$ cat src/rtl/alu_operand_loader_if.sv
// Board-side and ALU-side signals of the operand loader, bundled so the
// loader and its driver connect through one port.
interface alu_operand_loader_if #(
    parameter int WIDTH    = 4,
    parameter int OP_WIDTH = 4
);
    logic [WIDTH-1:0]    sw;
    logic [OP_WIDTH-1:0] op_sw;
    logic                btn;
    logic [WIDTH-1:0]    operand_a;
    logic [WIDTH-1:0]    operand_b;
    logic [OP_WIDTH-1:0] opcode;
    logic                alu_en;
    logic [1:0]          stage;

    // Loader side: samples the board inputs, drives the ALU inputs and capture strobe.
    modport master (
        input  sw, op_sw, btn,
        output operand_a, operand_b, opcode, alu_en, stage
    );

    // Board/ALU side: drives switches and button, observes the loaded values.
    modport slave (
        output sw, op_sw, btn,
        input  operand_a, operand_b, opcode, alu_en, stage
    );
endinterface

$ cat src/rtl/alu_operand_loader.sv
// Collects operand A, operand B and opcode on debounced button presses and
// issues a one-cycle capture strobe to the ALU result register.
module alu_operand_loader #(
    parameter int WIDTH           = 4,
    parameter int OP_WIDTH        = 4,
    parameter int DEBOUNCE_CYCLES = 500000
) (
    input  logic                 clk,
    input  logic                 rst,
    alu_operand_loader_if.master bus
);
    localparam int              CNT_W    = $clog2(DEBOUNCE_CYCLES);
    localparam logic [CNT_W-1:0] CNT_LAST = CNT_W'(DEBOUNCE_CYCLES - 1);

    typedef enum logic [2:0] {
        S_LOAD_A,
        S_LOAD_B,
        S_LOAD_OP,
        S_EXEC,
        S_SHOW
    } state_t;

    state_t              r_state;
    state_t              w_state_next;
    logic [1:0]          r_sync;
    logic [CNT_W-1:0]    r_cnt;
    logic                r_db;
    logic                r_db_d;
    logic                w_press;
    logic                w_load_a;
    logic                w_load_b;
    logic                w_load_op;
    logic [WIDTH-1:0]    r_operand_a;
    logic [WIDTH-1:0]    r_operand_b;
    logic [OP_WIDTH-1:0] r_opcode;
    logic                r_alu_en;
    logic [1:0]          w_stage;

    // The counter only runs while the synchronized level disagrees with r_db;
    // the DEBOUNCE_CYCLES-th disagreeing sample flips r_db.
    always_ff @(posedge clk or negedge rst) begin
        if (!rst) begin
            r_sync <= '0;
            r_cnt  <= '0;
            r_db   <= 1'b0;
            r_db_d <= 1'b0;
        end else begin
            r_sync <= {r_sync[0], bus.btn};
            r_db_d <= r_db;
            if (r_sync[1] == r_db) begin
                r_cnt <= '0;
            end else if (r_cnt == CNT_LAST) begin
                r_db  <= r_sync[1];
                r_cnt <= '0;
            end else begin
                r_cnt <= r_cnt + 1'b1;
            end
        end
    end

    assign w_press = r_db & ~r_db_d;

    always_ff @(posedge clk or negedge rst) begin
        if (!rst) begin
            r_state <= S_LOAD_A;
        end else begin
            r_state <= w_state_next;
        end
    end

    always_comb begin
        w_state_next = r_state;
        w_load_a     = 1'b0;
        w_load_b     = 1'b0;
        w_load_op    = 1'b0;
        w_stage      = 2'b00;
        case (r_state)
            S_LOAD_A: begin
                w_stage = 2'b00;
                if (w_press) begin
                    w_load_a     = 1'b1;
                    w_state_next = S_LOAD_B;
                end
            end
            S_LOAD_B: begin
                w_stage = 2'b01;
                if (w_press) begin
                    w_load_b     = 1'b1;
                    w_state_next = S_LOAD_OP;
                end
            end
            S_LOAD_OP: begin
                w_stage = 2'b10;
                if (w_press) begin
                    w_load_op    = 1'b1;
                    w_state_next = S_EXEC;
                end
            end
            S_EXEC: begin
                w_stage      = 2'b11;
                w_state_next = S_SHOW;
            end
            S_SHOW: begin
                w_stage = 2'b11;
                if (w_press) begin
                    w_load_a     = 1'b1;
                    w_state_next = S_LOAD_B;
                end
            end
            default: begin
                w_state_next = S_LOAD_A;
            end
        endcase
    end

    // The strobe is registered from the next state so it is high exactly
    // during the EXEC cycle, with no combinational path to the output.
    always_ff @(posedge clk or negedge rst) begin
        if (!rst) begin
            r_operand_a <= '0;
            r_operand_b <= '0;
            r_opcode    <= '0;
            r_alu_en    <= 1'b0;
        end else begin
            r_alu_en <= (w_state_next == S_EXEC);
            if (w_load_a) begin
                r_operand_a <= bus.sw;
            end
            if (w_load_b) begin
                r_operand_b <= bus.sw;
            end
            if (w_load_op) begin
                r_opcode <= bus.op_sw;
            end
        end
    end

    assign bus.operand_a = r_operand_a;
    assign bus.operand_b = r_operand_b;
    assign bus.opcode    = r_opcode;
    assign bus.alu_en    = r_alu_en;
    assign bus.stage     = w_stage;
endmodule

$ cat src/flat_wrapper.sv
// flat-port wrapper written by rule: the top's interface ports become plain ports
module alu_operand_loader_flat 
#(
    parameter int WIDTH           = 4,
    parameter int OP_WIDTH        = 4,
    parameter int DEBOUNCE_CYCLES = 500000
)
  (clk, rst, bus_sw, bus_op_sw, bus_btn, bus_operand_a, bus_operand_b, bus_opcode, bus_alu_en, bus_stage);
  alu_operand_loader_if #(.WIDTH(WIDTH), .OP_WIDTH(OP_WIDTH)) bus_i ();
  input  logic clk;
  input  logic rst;
  input wire logic [$bits(bus_i.sw)-1:0] bus_sw;
  input wire logic [$bits(bus_i.op_sw)-1:0] bus_op_sw;
  input wire logic [$bits(bus_i.btn)-1:0] bus_btn;
  output wire logic [$bits(bus_i.operand_a)-1:0] bus_operand_a;
  output wire logic [$bits(bus_i.operand_b)-1:0] bus_operand_b;
  output wire logic [$bits(bus_i.opcode)-1:0] bus_opcode;
  output wire logic [$bits(bus_i.alu_en)-1:0] bus_alu_en;
  output wire logic [$bits(bus_i.stage)-1:0] bus_stage;
  assign bus_i.sw = bus_sw;
  assign bus_i.op_sw = bus_op_sw;
  assign bus_i.btn = bus_btn;
  assign bus_operand_a = bus_i.operand_a;
  assign bus_operand_b = bus_i.operand_b;
  assign bus_opcode = bus_i.opcode;
  assign bus_alu_en = bus_i.alu_en;
  assign bus_stage = bus_i.stage;
  alu_operand_loader #(.WIDTH(WIDTH), .OP_WIDTH(OP_WIDTH), .DEBOUNCE_CYCLES(DEBOUNCE_CYCLES)) u_core (.clk(clk), .rst(rst), .bus(bus_i));
endmodule
$ cat config.mk
export PLATFORM = sky130hd
export DESIGN_NAME = alu_operand_loader_flat
export DESIGN_NICKNAME = d
export VERILOG_FILES = /design/src/rtl/alu_operand_loader_if.sv /design/src/rtl/alu_operand_loader.sv /design/src/flat_wrapper.sv
export SDC_FILE = /design/constraint.sdc
export NUM_CORES = 1
export LEC_CHECK = 0
export CAP_MARGIN = 0
export CORE_MARGIN = 4
export CORE_UTILIZATION = 53
export CTS_CLUSTER_SIZE = 25
export DETAILED_ROUTE_END_ITERATION = 16
export PLACE_DENSITY = 0.78
export SLEW_MARGIN = 20
export SYNTH_ARGS = -nofsm -noshare
export SYNTH_HDL_FRONTEND = slang
export SYNTH_SLANG_ARGS = --single-unit
$ cat constraint.sdc
create_clock -name clk -period 2.5 [get_ports clk]
set_input_delay 0.375 -clock clk [delete_from_list [all_inputs] [get_ports clk]]
set_output_delay 0.375 -clock clk [all_outputs]
set_load 0.1 [all_outputs]
## After elaboration in Yosys (flattened, before gate mapping)

Cells that the tools add are included.
Widths: inputs -> output; s select.

- Bits in registers: 39
- Output and inout port bits: 15
- Logic and storage cells: 35

- Add/subtract/negate cells: 1
- Reductions and logical operators: 4
- Bitwise logic cells: 3
- Muxes and demuxes: 11
- Eq/ne operators: 7

Operators by type and width:

| operator | number |
|---|---|
| $mux 19 | 2 |
| $add 19x1->19 const B | 1 |
| $eq 19x19->1 const B | 1 |
| $pmux 3 s4 | 1 |
| $eq 3x2->1 const B | 3 |
| $mux 3 | 3 |
| $pmux 2 s3 | 1 |
| $mux 1 | 4 |
| $reduce_or 2->1 | 2 |
| $eq 3x1->1 const B | 1 |
| $eq 3x3->1 const B | 1 |
| $logic_not 3->1 | 1 |
| $not 1->1 | 2 |
| $reduce_and 2->1 | 1 |
| $and 1x1->1 | 1 |
| $eq 1x1->1 | 1 |

## Logic depth before layout (Yosys ltp)

Gate-level depths: netlist of the first run.

- Depth after elaboration: 5
- Mapped depth: 5
- Mapped depth without buffers: 5

## Least setup slack after synthesis of the first run

No wires, ideal clock.

- Path kind: register -> output
- From: reg u_core.r_state[0]
- To: out bus_stage[0]
- Cell stages (with the launch flop): 3
- Path buffers: 0
- Required time: 2.125 ns
- Slack: -0.427 ns
- Data arrival time: 2.552 ns
- Cell sequence: dfrtp_1 inv_1 o21ai_0

- Cells in the longest elaborated chain, start to end: 3

Ends and longest elaborated chain:

| what | RTL line | source |
|---|---|---|
| from (decl) | alu_operand_loader.sv:23 | `state_t r_state;` |
| from (signal assigned) | alu_operand_loader.sv:67 | `r_state <= w_state_next;` |
| $eq 3x2->1 or $eq 3x3->1 (tied branches) | alu_operand_loader.sv:77 | `case (r_state)` |
| $reduce_or 2->1 (no source line) | -- |  |
| $pmux 2 s3 * | alu_operand_loader.sv:77 |  |
| to (decl) | flat_wrapper.sv:19 | `output wire logic [$bits(bus_i.stage)-1:0] bus_stage;` |

Mark *: on every way between the ends. The rest lies on a longest branch, timed or not.

## Worst setup path in the final report of the first run

- From: reg u_core.r_cnt[12]
- To: reg u_core.r_db

- Cells in the longest elaborated chain, start to end: 2

Ends and longest elaborated chain:

| what | RTL line | source |
|---|---|---|
| from (decl) | alu_operand_loader.sv:26 | `logic [CNT_W-1:0] r_cnt;` |
| from (signal assigned) | alu_operand_loader.sv:56 | `r_cnt <= r_cnt + 1'b1;` |
| $eq 19x19->1 | alu_operand_loader.sv:52 | `end else if (r_cnt == CNT_LAST) begin` |
| $reduce_and 2->1 (no source line) | -- |  |
| to (signal assigned) | alu_operand_loader.sv:53 | `r_db <= r_sync[1];` |
| to (decl) | alu_operand_loader.sv:27 | `logic r_db;` |

Every way passes these cells.
A chain may end at the register's enable or synchronous reset.

==> results of run 1 <==
-- cells in the final DEF, fill, tap and decap left out, types with 2 or more instances in the layout --
cell type	count
a21oi_1	4
and3_1	3
and4_1	3
buf_4	15
clkbuf_4	5
clkdlybuf4s50_1	9
dfrtp_1	39
inv_1	2
mux2_2	12
nand2_1	9
nand3_1	6
nand4_1	7
nor2_1	18
nor2b_1	3
nor3_1	4
nor4_1	2
or4_1	2
xnor2_1	9
xor2_1	7
-- state kept, by name, indices dropped and copies added (netlist names) --
| name | count |
|---|---|
| u_core.r_cnt | 19 |
| u_core.bus.alu_en | 1 |
| u_core.bus.opcode | 4 |
| u_core.r_state | 3 |
| u_core.r_sync | 2 |
| u_core.bus.operand_b | 4 |
| u_core.r_db | 1 |
| u_core.r_db_d | 1 |
| u_core.bus.operand_a | 4 |
-- kinds of logic after synthesis --
group,count (synthesis)
and+or+nand+nor,65
DFF,39
xor gates and xnor gates,16
muxes,14
AOI/OAI and AO/OA,10
buffers and inverters,3
adders and majority gates,1
-- area by class of cell --
type | count | share of cell area, %
Sequential cell | 39 | 46.7
Clock buffer | 6 | 2.46
Clock inverter | 2 | 1.68
Timing Repair Buffer | 25 | 9.95
Multi-Input combinational cell | 106 | 36.2
Tap cell | 44 | 2.64
Inverter | 2 | 0.359
-- per-stage QoR --
stage	instance area, um^2	setup slack (ps)	power [uW]	cells	hold slack [ps]
3_5_place_dp	2000	646	735	216	339
5_1_grt	2090	557	1210	224	182
6_report	2090	631	1160	224	119
2_1_floorplan	1750	331	698	148	79.4
4_1_cts	2090	626	1170	224	145
3_3_place_gp	2000	697	733	216	336
-- power by group through the flow --
| stage | Clock, uW | Combinational (uW) | Sequential, uW |
|---|---|---|---|
| global placement | 0 | 74.7 | 658 |
| CTS | 447 | 76.5 | 647 |
| detailed placement | 0 | 76.0 | 659 |
| global route | 480 | 80.5 | 649 |
| floorplan | 0 | 15.4 | 682 |
| finish | 436 | 74.9 | 647 |
-- routing by layer --
layer / wire length (um) / up-vias / track usage [%]
met2: 1600 / 31 / 27.1
li1: - / 590 / -
met3: 205 / 2 / 5.47
met4: 21 / 0 / 4.66
met5: 0 / - / 0
met1: 1470 / 603 / 22.6
-- worst min path at each step --
stage                                     endpoint  slack [ps]  depth (start not counted)
2_1_floorplan          u_core.bus.alu_en$_DFF_PN0_          80                          0
3_3_place_gp            u_core.r_sync[1]$_DFF_PN0_         340                          0
3_5_place_dp            u_core.r_sync[1]$_DFF_PN0_         340                          0
4_1_cts        u_core.bus.operand_a[3]$_DFFE_PN0P_         150                          1
5_1_grt           u_core.bus.opcode[3]$_DFFE_PN0P_         180                          1
6_report                u_core.r_cnt[13]$_DFF_PN0_         120                          1
==> impl_results.md, run 1 <==
* Outcome: finished clean
* Mapped cell area at ~0.0018 mm^2
* #FFs+latches synth at 39
* Portion of total power attributed to sequential cells at 55.9%
* I/O pins at 26
* Main area contributors after synthesis: dfrtp_1 (56%), mux2_2 (7.7%), xnor2_1 (4.5%)
* Port bufs at 25
* PD cells at about 550 mW/mm^2
* Crit Path Category: reg -> reg
* R2R Path Start: u_core.r_cnt[12]$_DFF_PN0_
* Hold Crit Class: in -> async
* Initial Util at around 56%
* Reg-to-Reg End: u_core.r_db$_DFFE_PN0P_
* VDD IR-drop max at about 400 uV
* CP Capture Point: u_core.r_db$_DFFE_PN0P_
* Critical-path maximum fanout at 6
* Gr ovfl total at 0
* Share of total power in combinational logic at 6.5%
* Inserted Diodes at 0
* CTS Buffer Depth at 2
* Highest Clock Rate at 0.535 GHz
* Via count at ~1.2k
* Initial antenna violation count at 0
* Synth async-reset ratio at 100%
* Register area share after synthesis at between 50% and 60%
* Hold_buf cts at 0
* Seq. cell area at ~980 um^2
* Reg2Reg Depth at 4
* Synth Instances at 148
* Footprint of the multi-input gates at 756 um^2
* Routed WL per cell at 14.7 um
* Top FF cell, synth: dfrtp_1
* Yosys warns at 0
* Full die area at ~0.0043 mm^2
* Num rows at 20
* WP data required at 2740 ps
* Syn Area/Cell at roughly 12 um^2
* Top-count cell post-synth: dfrtp_1
* Layout Utilization at 67.3%
* XOR/XNOR share of the synthesized area at 8.01%
* Crit. End Element: flop
* First-pass GRT wire length at 5610 um
* H-Tree Depth at 2
* Final setup viols at 0
* Final TNS setup at 0 ps
* Crit path from: u_core.r_cnt[12]$_DFF_PN0_
* Filler cells at ~250
* Top delay family on crit path: simple AND/OR/NAND/NOR gates
* Period minus WS final at 1870 ps
* GRT Total Usage at 17.1%
* Leakage at between 0.0009 and 0.001 uW
* Top-area cell type share of the netlist area at between 50% and 60%
* HPWL after DPL at 2310 um
* EDFF count, synth at 0
* CTS tree: built
* Via density per instance at about 5.5
* Multiplexer area fraction after synthesis at 9.15%
* Nets at ~190
* Final Cycle Share at 74.8%
* Post_cts resized at 0
* Reg2reg setup slack at 630 ps
* Switch share at 22.2%
* Final Hold Fails at 0
* Main combinational cell family by area after synthesis: simple AND/OR/NAND/NOR gates
* Root Driver: clkbuf_4
* Clock Skew at approximately 7.4 ps
* Layout cells sized above 1 at about a quarter
* Simple-gate area share of the yosys netlist at 21.4%
* Clk_lat worst skew at 340 ps
* DR iter-0 viols at 69
* Yosys cell types at 33
* Number of CTS-inserted buffers at 5
* Worst path max stage delay at 560 ps
* Largest net degree at the start of global routing at 40
* Leading area contributor after synthesis: dfrtp_1
* Core area at 0.00310 mm^2
* Crit path DAT at 2110 ps
* Synth top cells by count: dfrtp_1 (39), nor2_1 (18), mux2_2 (12)
* 1st-pass router iterations at 4
* Residual DRC count at 0
* DRT antenna net count at 0
* Area Overhead vs Synth at 19.3%
* Compound-Gate Fraction of Synth Area at 3.93%
* Slew HR at 44.9%
* Area share of fa/ha/maj cells after synthesis at 0.715%
* Die X at 65.5 um
* Clk pwr share at 37.7%
* Vias in the first global route at 1208
* GPL Wtd Cong at 0.903
* Setup Fix Bufs, Post-CTS at 0
* Crit path max-delay cell type: or4b_4
* Total Wirelength at 3300 um
* Syn Nets at 160
* Crit path buf inv count at 0
* CP startpoint kind: flop
* Max-cap violations at 0
* Final Max Tran Viols at 0
* Crit-path cells: or4b_4 > nor4_4 > nand2_2 > mux2_4
* Sw power at 257 uW
* Internal Power at 901 uW
* Die height at 65.5 um
* RSZ-0062 raised after global routing: false
* Worst-Margin Slew at between 800 and 900 ps
* Clock-pin slew on the worst setup and hold paths at approximately 110 ps
* Worst path depth at 4
* Clk sinks at 39
No activity file was read; power rests on OpenSTA's default activity.
==> inputs of run 2 (changes only) <==
--- a/config.mk
+++ b/config.mk
@@ -7,10 +7,10 @@
 export LEC_CHECK = 0
 export CAP_MARGIN = 0
 export CORE_MARGIN = 4
-export CORE_UTILIZATION = 53
+export CORE_UTILIZATION = 48
 export CTS_CLUSTER_SIZE = 25
 export DETAILED_ROUTE_END_ITERATION = 16
-export PLACE_DENSITY = 0.78
+export PLACE_DENSITY = 0.75
 export SLEW_MARGIN = 20
 export SYNTH_ARGS = -nofsm -noshare
 export SYNTH_HDL_FRONTEND = slang
==> constraint.sdc (replaced) <==
create_clock -name clk -period 1.6 [get_ports clk]
set_input_delay 0.24 -clock clk [delete_from_list [all_inputs] [get_ports clk]]
set_output_delay 0.24 -clock clk [all_outputs]
set_load 0.1 [all_outputs]
==> impl_results.md, run 2 (synthesis gave the netlist of run 1 again) <==
* Final Worst Setup Slack at -181 ps
* Gr ovfl total at 0
* VDD IR-drop max at 660 uV
* Port bufs at 25
* Core area at 0.00342 mm^2
* DRT antenna net count at 0
* DR iter-0 viols at 60
* Initial antenna violation count at 0
* Period minus WS final at between 1500 and 2000 ps
* Outcome: finished, violations left
* Clk_lat worst skew at 360 ps
* Max reg flops at 19
* Clock-pin slew on the worst setup and hold paths at 120 ps
* Most frequent cells in the layout: dfrtp_1 (37), buf_4 (22), nor2_1 (16), buf_12 (16), mux2_2 (12)
* CTS tree: built
* Crit path max-delay cell type: or4_4
* Worst hold start: bus_btn
* Clk sinks at 39
* Residual DRC count at 0
* CP startpoint kind: flop
* WP data required at 1860 ps
* Die X at 68.4 um
* Highest Clock Rate at 0.561 GHz
* Filler cells at around 220
* Total Wirelength at a little under 4000 um
* Routed WL per cell at roughly 15 um
* Root Driver: clkbuf_4
* Leakage at 0.00115 uW
* Clock Skew at 14.0 ps
* GPL Wtd Cong at between 0.8 and 0.9
* Crit. End Element: flop
* Top reg by flops: u_core.r_cnt
* Critical-path maximum fanout at 3
* Crit Path Category: reg -> reg
* Full die area at around 0.0047 mm^2
* Crit-path cells: or4_4 > nor4_4 > nand2_2 > mux2_4
* PD cells at 775 mW/mm^2
* Crit path from: u_core.r_cnt[5]$_DFF_PN0_
* Commonest non-fill, non-tap cell in the layout: dfrtp_1
* Worst-Margin Slew at 335 ps
* I/O pins at 26
* Worst hold slack at approximately 310 ps
* Slew HR at 77.5%
* Final setup viols at 19
* Num rows at 21
* Worst path max stage delay at 550 ps
* First-pass GRT wire length at roughly 6700 um
* Via density per instance at 5.39
* CTS Buffer Depth at 2
* R2R Path Start: u_core.r_cnt[5]$_DFF_PN0_
* Pre-CTS setup slack at -177 ps
* Inserted Diodes at 0
* GRT Total Usage at 20.0%
* 1st-pass router iterations at 4
* H-Tree Depth at 2
* Area Overhead vs Synth at 45.0%
* RSZ-0062 raised after global routing: true
* Final Cycle Share at 111%
* Number of CTS-inserted buffers at 5
* Initial Util at 51.2%
* Crit path DAT at 2040 ps
* Layout cells sized above 1 at 35.8%
* Via count at 1348
* Final Max Tran Viols at 0
* Failing checks: negative setup slack
* Die height at 68.4 um
* Hold Crit Class: in -> reg
* HPWL after DPL at around 2800 um
* Vias in the first global route at 1414
* Max-cap violations at 0
* Placed cell areas at approximately 0.0024 mm^2
* Final Hold Fails at 0
* Final instance area at ~0.0025 mm^2
* Largest net degree at the start of global routing at 40
* Nets at 215
-- run 2: worst max-delay path: cells and delay by family (launching register included) --
family	cells	cell delay, ps
flip-flops	1	390
multiplexers	1	310
AND/OR/NAND/NOR	3	990
-- run 2: metrics by stage --
stage                     power (uW)  TNS, ps  utilization, %  cells
after floorplan                 1090    -1250               -    148
after global placement          1170    -1560            69.2    238
after detailed placement        1170    -2020            69.2    238
after CTS                       1980    -2330            72.7    248
after global routing            2040    -3590            74.3    250
final                           1970    -2160            74.3    250
-- run 2: cell type report --
| class | count | area [um^2] | share of cell area [%] |
|---|---|---|---|
| Tap cell | 46 | 57.6 | 2.27 |
| Clock inverter | 2 | 60.1 | 2.37 |
| Multi-Input combinational cell | 106 | 802 | 31.6 |
| Sequential cell | 39 | 978 | 38.6 |
| Clock buffer | 6 | 41.3 | 1.63 |
| Timing Repair Buffer | 49 | 591 | 23.3 |
| Inverter | 2 | 7.51 | 0.296 |
-- run 2: worst paths after layout --
path / to / slack (ps) / depth (start not counted)
hold reg to reg: u_core.r_sync[1]$_DFF_PN0_ / 360 / 0
min in group asynchronous: u_core.bus.opcode[1]$_DFFE_PN0P_ / 370 / 3
max in group asynchronous: u_core.r_state[1]$_DFF_PN0_ / 1040 / 3
setup / recovery: u_core.r_db$_DFFE_PN0P_ / -180 / 4
setup reg to reg: u_core.r_db$_DFFE_PN0P_ / -180 / 4
hold / removal: u_core.r_sync[0]$_DFF_PN0_ / 310 / 1
-- run 2: power by group --
group          internal, uW  leakage [uW]  switching, uW
clock                   488     0.0000525            321
combinational          64.2      0.000575           81.2
sequential              999      0.000525           12.5
-- run 2: repair_timing --
| item | 4_1_cts | 5_1_grt |
|---|---|---|
| gates resized for setup | 1 | 10 |
| pin swaps | 0 | 2 |
| setup endpoints to repair | 21 | 25 |
| hold endpoints to repair | 39 | 0 |
| buffers inserted | 1 | 2 |
| hold buffers | 1 | 0 |
-- run 2: metal layers --
| layer | routed length (um) | global-route usage, % | share of wire, % | up-vias |
|---|---|---|---|---|
| met2 | 2060 | 33.0 | 53 | 30 |
| met4 | 115 | 9.68 | 3.0 | 0 |
| met1 | 1510 | 24.0 | 39 | 670 |
| met3 | 188 | 5.09 | 4.9 | 11 |
| li1 | - | - | - | 637 |
| met5 | 0 | 0 | 0 | - |
==> inputs of run 3 (changes only) <==
--- a/config.mk
+++ b/config.mk
@@ -15,3 +15,4 @@
 export SYNTH_ARGS = -nofsm -noshare
 export SYNTH_HDL_FRONTEND = slang
 export SYNTH_SLANG_ARGS = --single-unit
+export TNS_END_PERCENT = 20
==> impl_results.md, run 3 (synthesis gave the netlist of run 1 again) <==
* Commonest non-fill, non-tap cell in the layout: dfrtp_1
* Max-cap violations at 0
* 1st-pass router iterations at 4
* Core area at around 0.0034 mm^2
* # placed instances at 240
* R2R Path Start: u_core.r_cnt[12]$_DFF_PN0_
* CTS tree: built
* WP data required at roughly 1800 ps
* Gr ovfl total at 0
* Port bufs at 25
* Most frequent cells in the layout: dfrtp_1 (36), buf_4 (22), nor2_1 (17)
* Failing checks: negative setup slack
* Routed WL per cell at 14.6 um
* Period minus WS final at about 1800 ps
* Root Driver: clkbuf_4
* Crit path from: u_core.r_cnt[12]$_DFF_PN0_
* Internal Power at 1230 uW
* Area Overhead vs Synth at 40.9%
* DRT antenna net count at 0
* Clk sinks at 39
* Share of total power in combinational logic at 8.8%
* Worst-Margin Slew at 457 ps
* Critical-path maximum fanout at 3
* Seq. cell area at approximately 980 um^2
* Footprint of the multi-input gates at 773 um^2
* Final Non-Filler Cells at 250
* Final Cycle Share at 113%
* Total chip power at 1640 uW
* Switch share at around 25%
* Worst hold slack at 327 ps
* First-pass GRT wire length at 5970 um
* DR iter-0 viols at 58
* VDD IR-drop max at 559 uV
* CP startpoint kind: flop
* Via count at 1308
* Filler cells at 233
* Layout cells sized above 1 at 35.3%
* Num rows at 21
* Portion of total power attributed to sequential cells at a little over 60%
* Clk pwr share at 29.7%
* PD cells at 667 mW/mm^2
* Clock-pin slew on the worst setup and hold paths at between 100 and 150 ps
* Crit path DAT at 2030 ps
* Die X at between 60 and 70 um
* Crit. End Element: flop
* HPWL after DPL at 2810 um
* Slew HR at 69.6%
* CTS Buffer Depth at 2
* Full die area at 0.00468 mm^2
* Sw power at 415 uW
* Final Max Tran Viols at 0
* Top reg by flops: u_core.r_cnt
* Number of CTS-inserted buffers at 5
* Outcome: finished, violations left
* H-Tree Depth at 2
* Largest net degree at the start of global routing at 22
* Die height at 68.4 um
* Residual DRC count at 0
* Via density per instance at roughly 5.2
* Hold Crit Class: in -> reg
* Crit Path Category: reg -> reg
* Initial antenna violation count at 0
* I/O pins at 26
* Nets at 215
* Initial Util at 51.2%
* RSZ-0062 raised after global routing: true
* Inserted Diodes at 0
* Leakage at 0.00111 uW
* Final Hold Fails at 0
* Highest Clock Rate at 0.555 GHz
* Clock Skew at 8.67 ps
* Max reg flops at 19
* GRT Total Usage at 17.4%
* Vias in the first global route at 1338
* Final setup viols at 19
* Layout Utilization at 72.2%
* Clk_lat worst skew at 330 ps
* Final Worst Setup Slack at -202 ps
* GPL Wtd Cong at 0.885
* Total Wirelength at 3640 um
* Worst hold start: bus_btn
-- run 3: cell count changes in the layout (fill, tap and decap cells not counted), sizes merged --
cell      previous run  this run
clkbuf               6         5
clkinv               0         1
bufinv               2         0
clkinvlp             0         2
-- run 3: per-layer routing --
layer / vias up / share of wire (%) / track usage [%]
met5: - / 0 / 0
met4: 0 / 0.60 / 5.21
met3: 4 / 6.7 / 5.58
met2: 42 / 49 / 29.1
met1: 624 / 44 / 21.3
li1: 638 / - / -
-- run 3: per-stage QoR --
stage / TNS, ps / setup slack [ps] / area [um^2]
6_report: -2660 / -202 / 2470
5_1_grt: -4040 / -263 / 2470
4_1_cts: -2760 / -206 / 2450
3_5_place_dp: -2490 / -179 / 2380
3_3_place_gp: -1820 / -150 / 2380
2_1_floorplan: -1310 / -142 / 1760
-- run 3: cell type report --
type                            instances  share of cell area [%]
Sequential cell                        39                    39.7
Multi-Input combinational cell        106                    31.4
Timing Repair Buffer                   49                    23.9
Tap cell                               46                    2.33
Clock buffer                            5                    1.52
Clock inverter                          3                   0.812
Inverter                                2                   0.304
-- run 3: path summary, 6_finish.rpt --
check | end | slack [ps] | cells after the start
worst min register to register | u_core.r_sync[1]$_DFF_PN0_ | 360 | 0
max in group asynchronous | u_core.r_state[0]$_DFF_PN0_ | 740 | 3
worst max register to register | u_core.r_db$_DFFE_PN0P_ | -200 | 4
min in group asynchronous | u_core.r_cnt[9]$_DFF_PN0_ | 370 | 2
worst min-delay path | u_core.r_sync[0]$_DFF_PN0_ | 330 | 1
worst max-delay path | u_core.r_db$_DFFE_PN0P_ | -200 | 4
-- run 3: worst max-delay path, cell delays in order (launching register included) --
cell and delay (ps):
dfrtp_1 400, or4b_4 560, nor4_4 330, nand2_2 120, mux2_4 300
-- run 3: power groups by stage --
stage	clock [uW]	combinational, uW	sequential, uW
after floorplan	0	24.1	1070
after global placement	0	141	1030
after detailed placement	0	144	1030
after CTS	516	147	1010
after global routing	554	155	1010
final	488	145	1010
-- run 3: repair_timing --
item	4_1_cts	5_1_grt
hold buffers	1	0
resized for setup	2	4
endpoints found under the setup margin	21	21
buffers inserted	0	1
endpoints found under the hold margin	18	0
pin swaps	6	5
